`src/rtl/dispatch_credit_arb_pkg.sv`:
```
// Shared widths and payload format for the credit-based dispatch arbiter.
package dispatch_credit_arb_pkg;

   // Width of a slot index; never narrower than one bit, so a single-slot build stays legal.
   function automatic int sel_width(input int num_reqs);
      return (num_reqs > 1) ? $clog2(num_reqs) : 1;
   endfunction

   // Width needed to hold every credit value from 0 to CREDITS inclusive.
   function automatic int cnt_width(input int credits);
      return $clog2(credits + 1);
   endfunction

   typedef struct packed {
      logic [7:0]  uop;
      logic [5:0]  rd;
      logic [49:0] operand;
   } dispatch_req_t;

   localparam int DISPATCH_REQ_W = $bits(dispatch_req_t);

endpackage

```
`src/rtl/dispatch_credit_arb_rr_grant_sel.sv`:
```
// Combinational round-robin picker: first valid slot at or after rr_ptr_i, wrapping.
module rr_grant_sel
   import dispatch_credit_arb_pkg::*;
#(
   parameter int NUM_REQS = 4,
   parameter int SELW     = sel_width(NUM_REQS)
) (
   input  logic [NUM_REQS-1:0] valid_i,
   input  logic [SELW-1:0]     rr_ptr_i,
   output logic [NUM_REQS-1:0] grant_o,
   output logic [SELW-1:0]     idx_o,
   output logic                any_o
);

   logic [SELW-1:0] cand;

   always_comb begin
      grant_o = '0;
      idx_o   = '0;
      any_o   = 1'b0;
      cand    = '0;
      for (int k = 0; k < NUM_REQS; k++) begin
         cand = SELW'((int'(rr_ptr_i) + k) % NUM_REQS);
         if (!any_o && valid_i[cand]) begin
            any_o = 1'b1;
            idx_o = cand;
         end
      end
      grant_o[idx_o] = any_o;
   end

endmodule

```
`src/rtl/dispatch_credit_arb.sv`:
```
// Credit-gated round-robin scheduler feeding one registered dispatch port.
module dispatch_credit_arb
   import dispatch_credit_arb_pkg::*;
#(
   parameter int NUM_REQS      = 4,
   parameter int DATAW         = 64,
   parameter int CREDITS       = 4,
   parameter int PERF_CTR_BITS = 44
) (
   input  logic                              clk,
   input  logic                              reset_n,
   input  logic [NUM_REQS-1:0]               req_valid,
   input  logic [NUM_REQS*DATAW-1:0]         req_data,
   output logic [NUM_REQS-1:0]               req_ready,
   output logic                              out_valid,
   output logic [DATAW-1:0]                  out_data,
   output logic [sel_width(NUM_REQS)-1:0]    out_sel,
   input  logic                              credit_return,
   output logic [cnt_width(CREDITS)-1:0]     credits_avail,
   output logic                              credit_err,
   output logic [PERF_CTR_BITS-1:0]          perf_credit_stalls
);

   localparam int SELW = sel_width(NUM_REQS);
   localparam int CNTW = cnt_width(CREDITS);

   logic [DATAW-1:0]         req_data_arr [NUM_REQS];
   logic [NUM_REQS-1:0]      grant_vec;
   logic [SELW-1:0]          win_idx;
   logic                     any_valid;
   logic                     can_grant;
   logic                     grant;
   logic                     overflow;
   logic [CNTW:0]            cnt_sum;

   logic [SELW-1:0]          rr_ptr_q, rr_ptr_d;
   logic                     out_valid_q, out_valid_d;
   logic [DATAW-1:0]         out_data_q, out_data_d;
   logic [SELW-1:0]          out_sel_q, out_sel_d;
   logic [CNTW-1:0]          cnt_q, cnt_d;
   logic                     err_q, err_d;
   logic [PERF_CTR_BITS-1:0] stall_q, stall_d;

   generate
      for (genvar gi = 0; gi < NUM_REQS; gi++) begin : g_unpack
         assign req_data_arr[gi] = req_data[gi*DATAW +: DATAW];
      end
   endgenerate

   rr_grant_sel #(
      .NUM_REQS (NUM_REQS),
      .SELW     (SELW)
   ) u_rr_grant_sel (
      .valid_i  (req_valid),
      .rr_ptr_i (rr_ptr_q),
      .grant_o  (grant_vec),
      .idx_o    (win_idx),
      .any_o    (any_valid)
   );

   // A return in this cycle does not count towards granting; only registered credits do.
   assign can_grant = (cnt_q != '0) && reset_n;
   assign grant     = can_grant && any_valid;
   assign req_ready = grant_vec & {NUM_REQS{can_grant}};

   assign overflow = credit_return && !grant && (cnt_q == CNTW'(CREDITS));
   assign cnt_sum  = {1'b0, cnt_q} - (CNTW+1)'(grant) + (CNTW+1)'(credit_return);

   always_comb begin
      rr_ptr_d    = rr_ptr_q;
      out_valid_d = grant;
      out_data_d  = out_data_q;
      out_sel_d   = out_sel_q;
      cnt_d       = overflow ? cnt_q : cnt_sum[CNTW-1:0];
      err_d       = err_q | overflow;
      stall_d     = stall_q;
      if (grant) begin
         rr_ptr_d   = (win_idx == SELW'(NUM_REQS - 1)) ? '0 : win_idx + SELW'(1);
         out_data_d = req_data_arr[win_idx];
         out_sel_d  = win_idx;
      end
      if (|req_valid && (cnt_q == '0)) begin
         stall_d = stall_q + PERF_CTR_BITS'(1);
      end
   end

   always_ff @(posedge clk or negedge reset_n) begin
      if (!reset_n) begin
         rr_ptr_q    <= '0;
         out_valid_q <= 1'b0;
         out_data_q  <= '0;
         out_sel_q   <= '0;
         cnt_q       <= CNTW'(CREDITS);
         err_q       <= 1'b0;
         stall_q     <= '0;
      end else begin
         rr_ptr_q    <= rr_ptr_d;
         out_valid_q <= out_valid_d;
         out_data_q  <= out_data_d;
         out_sel_q   <= out_sel_d;
         cnt_q       <= cnt_d;
         err_q       <= err_d;
         stall_q     <= stall_d;
      end
   end

   assign out_valid          = out_valid_q;
   assign out_data           = out_data_q;
   assign out_sel            = out_sel_q;
   assign credits_avail      = cnt_q;
   assign credit_err         = err_q;
   assign perf_credit_stalls = stall_q;

endmodule

```
`config.mk`:
```
export PLATFORM = sky130hd
export DESIGN_NAME = dispatch_credit_arb
export DESIGN_NICKNAME = d
export VERILOG_FILES = /design/src/rtl/dispatch_credit_arb_pkg.sv /design/src/rtl/dispatch_credit_arb_rr_grant_sel.sv /design/src/rtl/dispatch_credit_arb.sv
export SDC_FILE = /design/constraint.sdc
export NUM_CORES = 1
export LEC_CHECK = 0
export CAP_MARGIN = 20
export CORE_AREA = 8 8 144 146
export DETAILED_ROUTE_END_ITERATION = 6
export DIE_AREA = 0 0 152 154
export GPL_TIMING_DRIVEN = 1
export HOLD_SLACK_MARGIN = 0.12
export PLACE_DENSITY_LB_ADDON = 0.12
export SYNTH_ARGS = -nofsm -noshare
export SYNTH_HDL_FRONTEND = slang
export SYNTH_SLANG_ARGS = --single-unit
```
`constraint.sdc`:
```
create_clock -name clk -period 2.9 [get_ports clk]
set_input_delay 0.435 -clock clk [delete_from_list [all_inputs] [get_ports clk]]
set_output_delay 0.435 -clock clk [all_outputs]
set_load 0.01 [all_outputs]
```
# Word level (Yosys, flattened, before mapping)
# Cells that the tools add are included.
[op_classes] addsub=7 n_eq_ne=2 magnitude_cmp=7 muxes=22 reduce_logical=16 bitwise=4
[ops] op="$bmux W64 S2" count=1
[ops] op="$mux W64" count=2
[ops] op="$add A44 B1 Y44 const B" count=1
[ops] op="$lt A2 B3 Y1 const B" count=5
[ops] op="$mux W2" count=5
[ops] op="$logic_and A1 B1 Y1" count=9
[ops] op="$mux W1" count=9
[ops] op="$and A4 B4 Y4" count=2
[ops] op="$bmux W1 S2" count=4
[ops] op="$add A2 B1 Y2 const B" count=2
[ops] op="$add A2 B2 Y2 const B" count=2
[ops] op="$logic_not A1 Y1" count=4
[ops] op="$reduce_or A4 Y1" count=1
[ops] op="$add A3 B1 Y3" count=1
[ops] op="$eq A3 B3 Y1 const B" count=1
[ops] op="$ge A3 B3 Y1 const B" count=1
[ops] op="$logic_not A3 Y1" count=1
[ops] op="$not A2 Y3" count=1
[ops] op="$reduce_bool A3 Y1" count=1
[ops] op="$sub A3 B1 Y3" count=1
[ops] op="$demux W1 S2" count=1
[ops] op="$eq A2 B2 Y1 const B" count=1
[ops] op="$ge A2 B1 Y1 const B" count=1
[ops] op="$or A1 B1 Y1" count=1
[word_totals] wordCells=65 ff_bits=117 inputBits=263

# Logic depth before layout (Yosys ltp)
[depth] depth_word=18 ltp_mapped=11

# By module
# A second synthesis with hierarchy kept.
[unflattened] cells_unflattened=475 hier_area_um2=6566.3
[by_module_without_submodules] module="dispatch_credit_arb" n_inst=1 area_each_um2=6383.6 cells_each=443
[by_module_without_submodules] module="rr_grant_sel" n_inst=1 area_each_um2=182.7 cells_each=32

# Least setup slack after synthesis
# Ideal clock, no wire load.
[synth_timing] kind="input -> register" startpoint="input req_valid[0]" endpoint="register cnt_q[2], in the netlist credits_avail[2]" t_arrival_ns=2.571 path_stages=10 required_time_ns=2.822 setup_time_ns=0.078 setup_slack_ns=0.251 path_cell_list="or4_1 nand3_1 inv_2 ha_1 inv_1 ha_1 inv_1 fa_1 nand2b_1 a31o_2"
[synth_via] elab_chain_len=16 elab_cells_between_ends=24
[synth_lines] item="start, declared" line_no="dispatch_credit_arb.sv:12" rtl="input logic [NUM_REQS-1:0] req_valid,"
[synth_lines] item="$bmux W1 S2" line_no="dispatch_credit_arb_rr_grant_sel.sv:24" rtl="if (!any_o && valid_i[cand]) begin"
[synth_lines] item="$mux W1 (not written as such)" line_no="dispatch_credit_arb_rr_grant_sel.sv:24"
[synth_lines] item="$mux W1" line_no="dispatch_credit_arb_rr_grant_sel.sv:24"
[synth_lines] item="$logic_not A1 Y1" line_no="dispatch_credit_arb_rr_grant_sel.sv:24"
[synth_lines] item="$logic_and A1 B1 Y1" line_no="dispatch_credit_arb_rr_grant_sel.sv:24"
[synth_lines] item="$mux W1" line_no="dispatch_credit_arb_rr_grant_sel.sv:24"
[synth_lines] item="$logic_not A1 Y1" line_no="dispatch_credit_arb_rr_grant_sel.sv:24"
[synth_lines] item="$logic_and A1 B1 Y1" line_no="dispatch_credit_arb_rr_grant_sel.sv:24"
[synth_lines] item="$mux W1" line_no="dispatch_credit_arb_rr_grant_sel.sv:24"
[synth_lines] item="$logic_not A1 Y1" line_no="dispatch_credit_arb_rr_grant_sel.sv:24"
[synth_lines] item="$logic_and A1 B1 Y1" line_no="dispatch_credit_arb_rr_grant_sel.sv:24"
[synth_lines] item="$mux W1 *" line_no="dispatch_credit_arb_rr_grant_sel.sv:24"
[synth_lines] item="$logic_and A1 B1 Y1 *" line_no="dispatch_credit_arb.sv:63" rtl="assign grant = can_grant && any_valid;"
[synth_lines] item="net grant" line_no="dispatch_credit_arb.sv:32" rtl="logic grant;"
[synth_lines] item="branches (longest 3 deep; another with $sub A3 B1 Y3)"
[synth_lines] item="end signal, assigned" line_no="dispatch_credit_arb.sv:93" rtl="cnt_q <= CNTW'(CREDITS);"
[synth_lines] item="end signal, assigned" line_no="dispatch_credit_arb.sv:101" rtl="cnt_q <= cnt_d;"
[synth_lines] item="end, declared" line_no="dispatch_credit_arb.sv:40" rtl="logic [CNTW-1:0] cnt_q, cnt_d;"
# Mark *: on every way through the listed nets, which the timed path passes. The select of a mux whose other input is x is not followed.
# A chain may end at the register's enable or synchronous reset.

# Worst setup path after layout
[layout_timing] startpoint="input req_valid[3]" endpoint="output req_ready[1]"
[layout_via] elab_chain_len=18 elab_cells_between_ends=29
[layout_lines] item="$bmux W1 S2" line_no="dispatch_credit_arb_rr_grant_sel.sv:24"
[layout_lines] item="$mux W1 (not written as such)" line_no="dispatch_credit_arb_rr_grant_sel.sv:24"
[layout_lines] item="$mux W1" line_no="dispatch_credit_arb_rr_grant_sel.sv:24"
[layout_lines] item="$logic_not A1 Y1" line_no="dispatch_credit_arb_rr_grant_sel.sv:24"
[layout_lines] item="$logic_and A1 B1 Y1" line_no="dispatch_credit_arb_rr_grant_sel.sv:24"
[layout_lines] item="$mux W1" line_no="dispatch_credit_arb_rr_grant_sel.sv:24"
[layout_lines] item="$logic_not A1 Y1" line_no="dispatch_credit_arb_rr_grant_sel.sv:24"
[layout_lines] item="$logic_and A1 B1 Y1" line_no="dispatch_credit_arb_rr_grant_sel.sv:24"
[layout_lines] item="(+3 left out)"
[layout_lines] item="$mux W2 *" line_no="dispatch_credit_arb_rr_grant_sel.sv:24"
[layout_lines] item="net u_rr_grant_sel.idx_o[1]" line_no="dispatch_credit_arb_rr_grant_sel.sv:11" rtl="output logic [SELW-1:0] idx_o,"
[layout_lines] item="$lt A2 B3 Y1 (not written as such) or $ge A2 B1 Y1 (tied branches)" line_no="dispatch_credit_arb_rr_grant_sel.sv:29" rtl="grant_o[idx_o] = any_o;"
[layout_lines] item="$logic_and A1 B1 Y1 (not written as such)" line_no="dispatch_credit_arb_rr_grant_sel.sv:29"
[layout_lines] item="$mux W1 (not written as such)" line_no="dispatch_credit_arb_rr_grant_sel.sv:29"
[layout_lines] item="$demux W1 S2 *"
[layout_lines] item="$and A4 B4 Y4 (no source line) *"
[layout_lines] item="$and A4 B4 Y4 *" line_no="dispatch_credit_arb.sv:64" rtl="assign req_ready = grant_vec & {NUM_REQS{can_grant}};"
[layout_lines] item="end, declared" line_no="dispatch_credit_arb.sv:14" rtl="output logic [NUM_REQS-1:0] req_ready,"
# Mark *: on every way through the listed nets, which the timed path passes. The rest lies on a longest branch. The select of a mux whose other input is x is not followed.

==> results.toml <==
[run_status]
outcome = "finished, final reports clean"

[power]
vdd_drop_max_mv = 0.395
total_power_mw = 8.57
p_per_area_nw_per_um2 = 764
p_leak_nw = 5.03
internal_power_mw = 5.60
combPwrFrac = 0.466
sw_frac_of_total = 0.347
p_clk_frac = 0.238
switchingPower_mw = 2.98
pwr-share-seq = 0.295

[final_layout]
drive_gt1_frac = 0.0812
seq_area_um2 = 2930
final_area_um2 = 11200
syn_to_final_growth_pct = 74.2
fin_nets = 1255
n_fill_cell = 1620
multiInputGateArea_um2 = 3310

[drt]
drc = 0
ant_nets = 0
finalWirelength_um = 25700
drt-initial-drc-count = 275
via_per_inst = 5.03
drtPass1Iterations = 4
wire_per_inst_um = 20.8
vias = 6196

[clocking]
cts_sinks = 117
cts_tree = "yes"
cts_buffer_depth = 2
insertion_delay_ns = 0.41
clk_pin_slew_worst_paths_ns = 0.06
htree_levels = 4
ctsRootBufferMaster = "clkbuf_16"
cts_buffers = 17

[global_routing]
grt_pass1_wl_um = 39700
grt_max_degree = 70
grt_pass1_vias = 6641
grt.total_usage = 0.220
grt-ovfl-total = 0
antenna_found_initial = 2

[floorplanning]
die_w_um = 152
num_rows = 50
dieArea_um2 = 23400
start_util = 0.349
core_area_um2 = 18500
top_level_ports = 382
die_y_um = 154

[timing]
finalMaxSlewViolations = 0
finClkSkew_ns = 0.00838
slew_headroom = 0.404
clock.fmax_mhz = 361
worst_pin_slew_ns = 0.895
setup_viol = 0
fin_crit_ns = 2.77
finalHoldViolCount = 0
post-route-period-util = 0.955
rsz0062_at_grt = "no"

[place]
place_congestion = 0.813
place_hpwl_um = 20500
dpl_cell_area_um2 = 10600
io_buffers = 381

[yosys]
ys_seq_area_frac = 0.455
yosys_warnings = 0
synthDistinctLibCells = 42
synthArstFlopShare = 1.00
synth-edff-count = 0
synth_area_leader_cell = "dfrtp_1"
synthCells = 595
synth.area.top_cells = "dfrtp_1 (45%), mux2i_1 (20%), o221ai_1 (8.7%)"
netlist.area_leader.share = 0.451
synth_fp_nets = 866
yosysMostFrequentCell = "mux2i_1"
ys_seq_elements = 117
synth.cells.most_frequent = "mux2i_1 (130), dfrtp_1 (116), nand2_1 (93), o221ai_1 (64), xnor2_1 (28)"
syn_avg_cell_area_um2 = 10.8
ys.flop_type = "dfrtp_1"
synth_area_um2 = 6440

[flow_run]
maxCapViolCount = 0

[setup_path]
worstPathRequired_ns = 2.47
critPathMaxFanout = 3
critical_path_class = "in -> out"
arrival_ns = 2.33
startpoint_type = "primary input"
crit_path_start = "req_valid[3]"
regToRegStartpoint = "rr_ptr_q[1]$_DFFE_PN0P_"
cp-end-kind = "primary output"

[worst_hold_path]
hold_path_class = "in -> async"
==> cell type report <==
class	instances	share of cell area
diodes	1	0.000223
clock buffers	20	0.0416
clock inverters	12	0.0106
inverters	9	0.00346
multi-input cells	431	0.295
flip-flops and latches	117	0.261
well taps	234	0.0261
repair buffers	408	0.362
==> power by group through the flow <==
stage	combinational [mW]	clock, mW	sequential (mW)
final	4.00	2.04	2.53
after floorplan	1.72	0	2.73
after global routing	4.34	2.17	2.61
after detailed placement	4.04	0	2.55
after global placement	4.03	0	2.54
after CTS	4.07	2.09	2.53
==> final timing paths <==
path                       cells past startpoint                                  to  slack, ns
setup / recovery                               8                        req_ready[1]       0.13
hold / removal                                 2  perf_credit_stalls[17]$_DFFE_PN0P_       0.26
setup reg to reg                               8            out_data[35]$_DFFE_PN0P_       0.54
hold reg to reg                                1  perf_credit_stalls[43]$_DFFE_PN0P_       0.47
max in group asynchronous                      3            out_data[41]$_DFFE_PN0P_       1.44
min in group clk                               4                 out_valid$_DFF_PN0_       0.45
==> cells in the final DEF, fill, tap and decap left out, types with 8 or more instances in the layout <==
| master | count |
|---|---|
| nand3_1 | 15 |
| xor2_1 | 15 |
| clkbuf_16 | 17 |
| o221ai_1 | 64 |
| buf_4 | 24 |
| mux2i_1 | 130 |
| clkdlybuf4s50_1 | 376 |
| xnor2_1 | 28 |
| nor2_1 | 11 |
| dfrtp_1 | 116 |
| and3_1 | 8 |
| nand2_1 | 91 |
==> state kept, by name, indices dropped and copies added (netlist names) <==
register            flops
credit_err              1
rr_ptr_q                2
out_data               64
credits_avail           3
out_valid               1
perf_credit_stalls     44
out_sel                 2
==> timing repair <==
action / CTS / global route
buffers inserted: 2 / 0
gates resized for setup: 4 / 3
hold buffers: 0 / 0
pin swaps: 1 / 1
endpoints found under the setup margin: 4 / 2
==> worst max-delay path, stage by stage <==
cell and delay [ns]:
clkdlybuf4s50_1 0.50, nand2b_1 0.16, mux2i_1 0.10, a221oi_2 0.37
inv_1 0.13, ha_1 0.22, and2_1 0.14, dlygate4sd2_1 0.28
==> cells by family after synthesis <==
| logic type | share of synthesized area |
|---|---|
| fa+ha+maj | 0.0167 |
| flops | 0.455 |
| mux | 0.206 |
| xor+xnor | 0.0585 |
| compound gates | 0.0950 |
| simple gates | 0.136 |
| buf+inv | 0.0334 |
==> per-layer routing <==
layer / up-vias / part of all wire / GRT usage
met1: 2940 / 0.40 / 0.248
met5: - / 0.00051 / 0
met2: 252 / 0.51 / 0.382
li1: 2979 / - / -
met3: 23 / 0.079 / 0.0771
met4: 2 / 0.014 / 0.0709
==> metrics by stage <==
stage	hold WS [ns]	util	setup TNS, ns	setup slack [ns]	std cells
floorplan	0.139	-	0	0.251	595
global placement	0.458	0.575	-0.525	-0.158	1197
detailed placement	0.464	0.575	-0.588	-0.158	1197
CTS	0.295	0.608	0	0.0101	1231
global route	0.322	0.608	0	0.00189	1232
finish	0.260	0.608	0	0.130	1232
(Power assumes the default switching activity.)
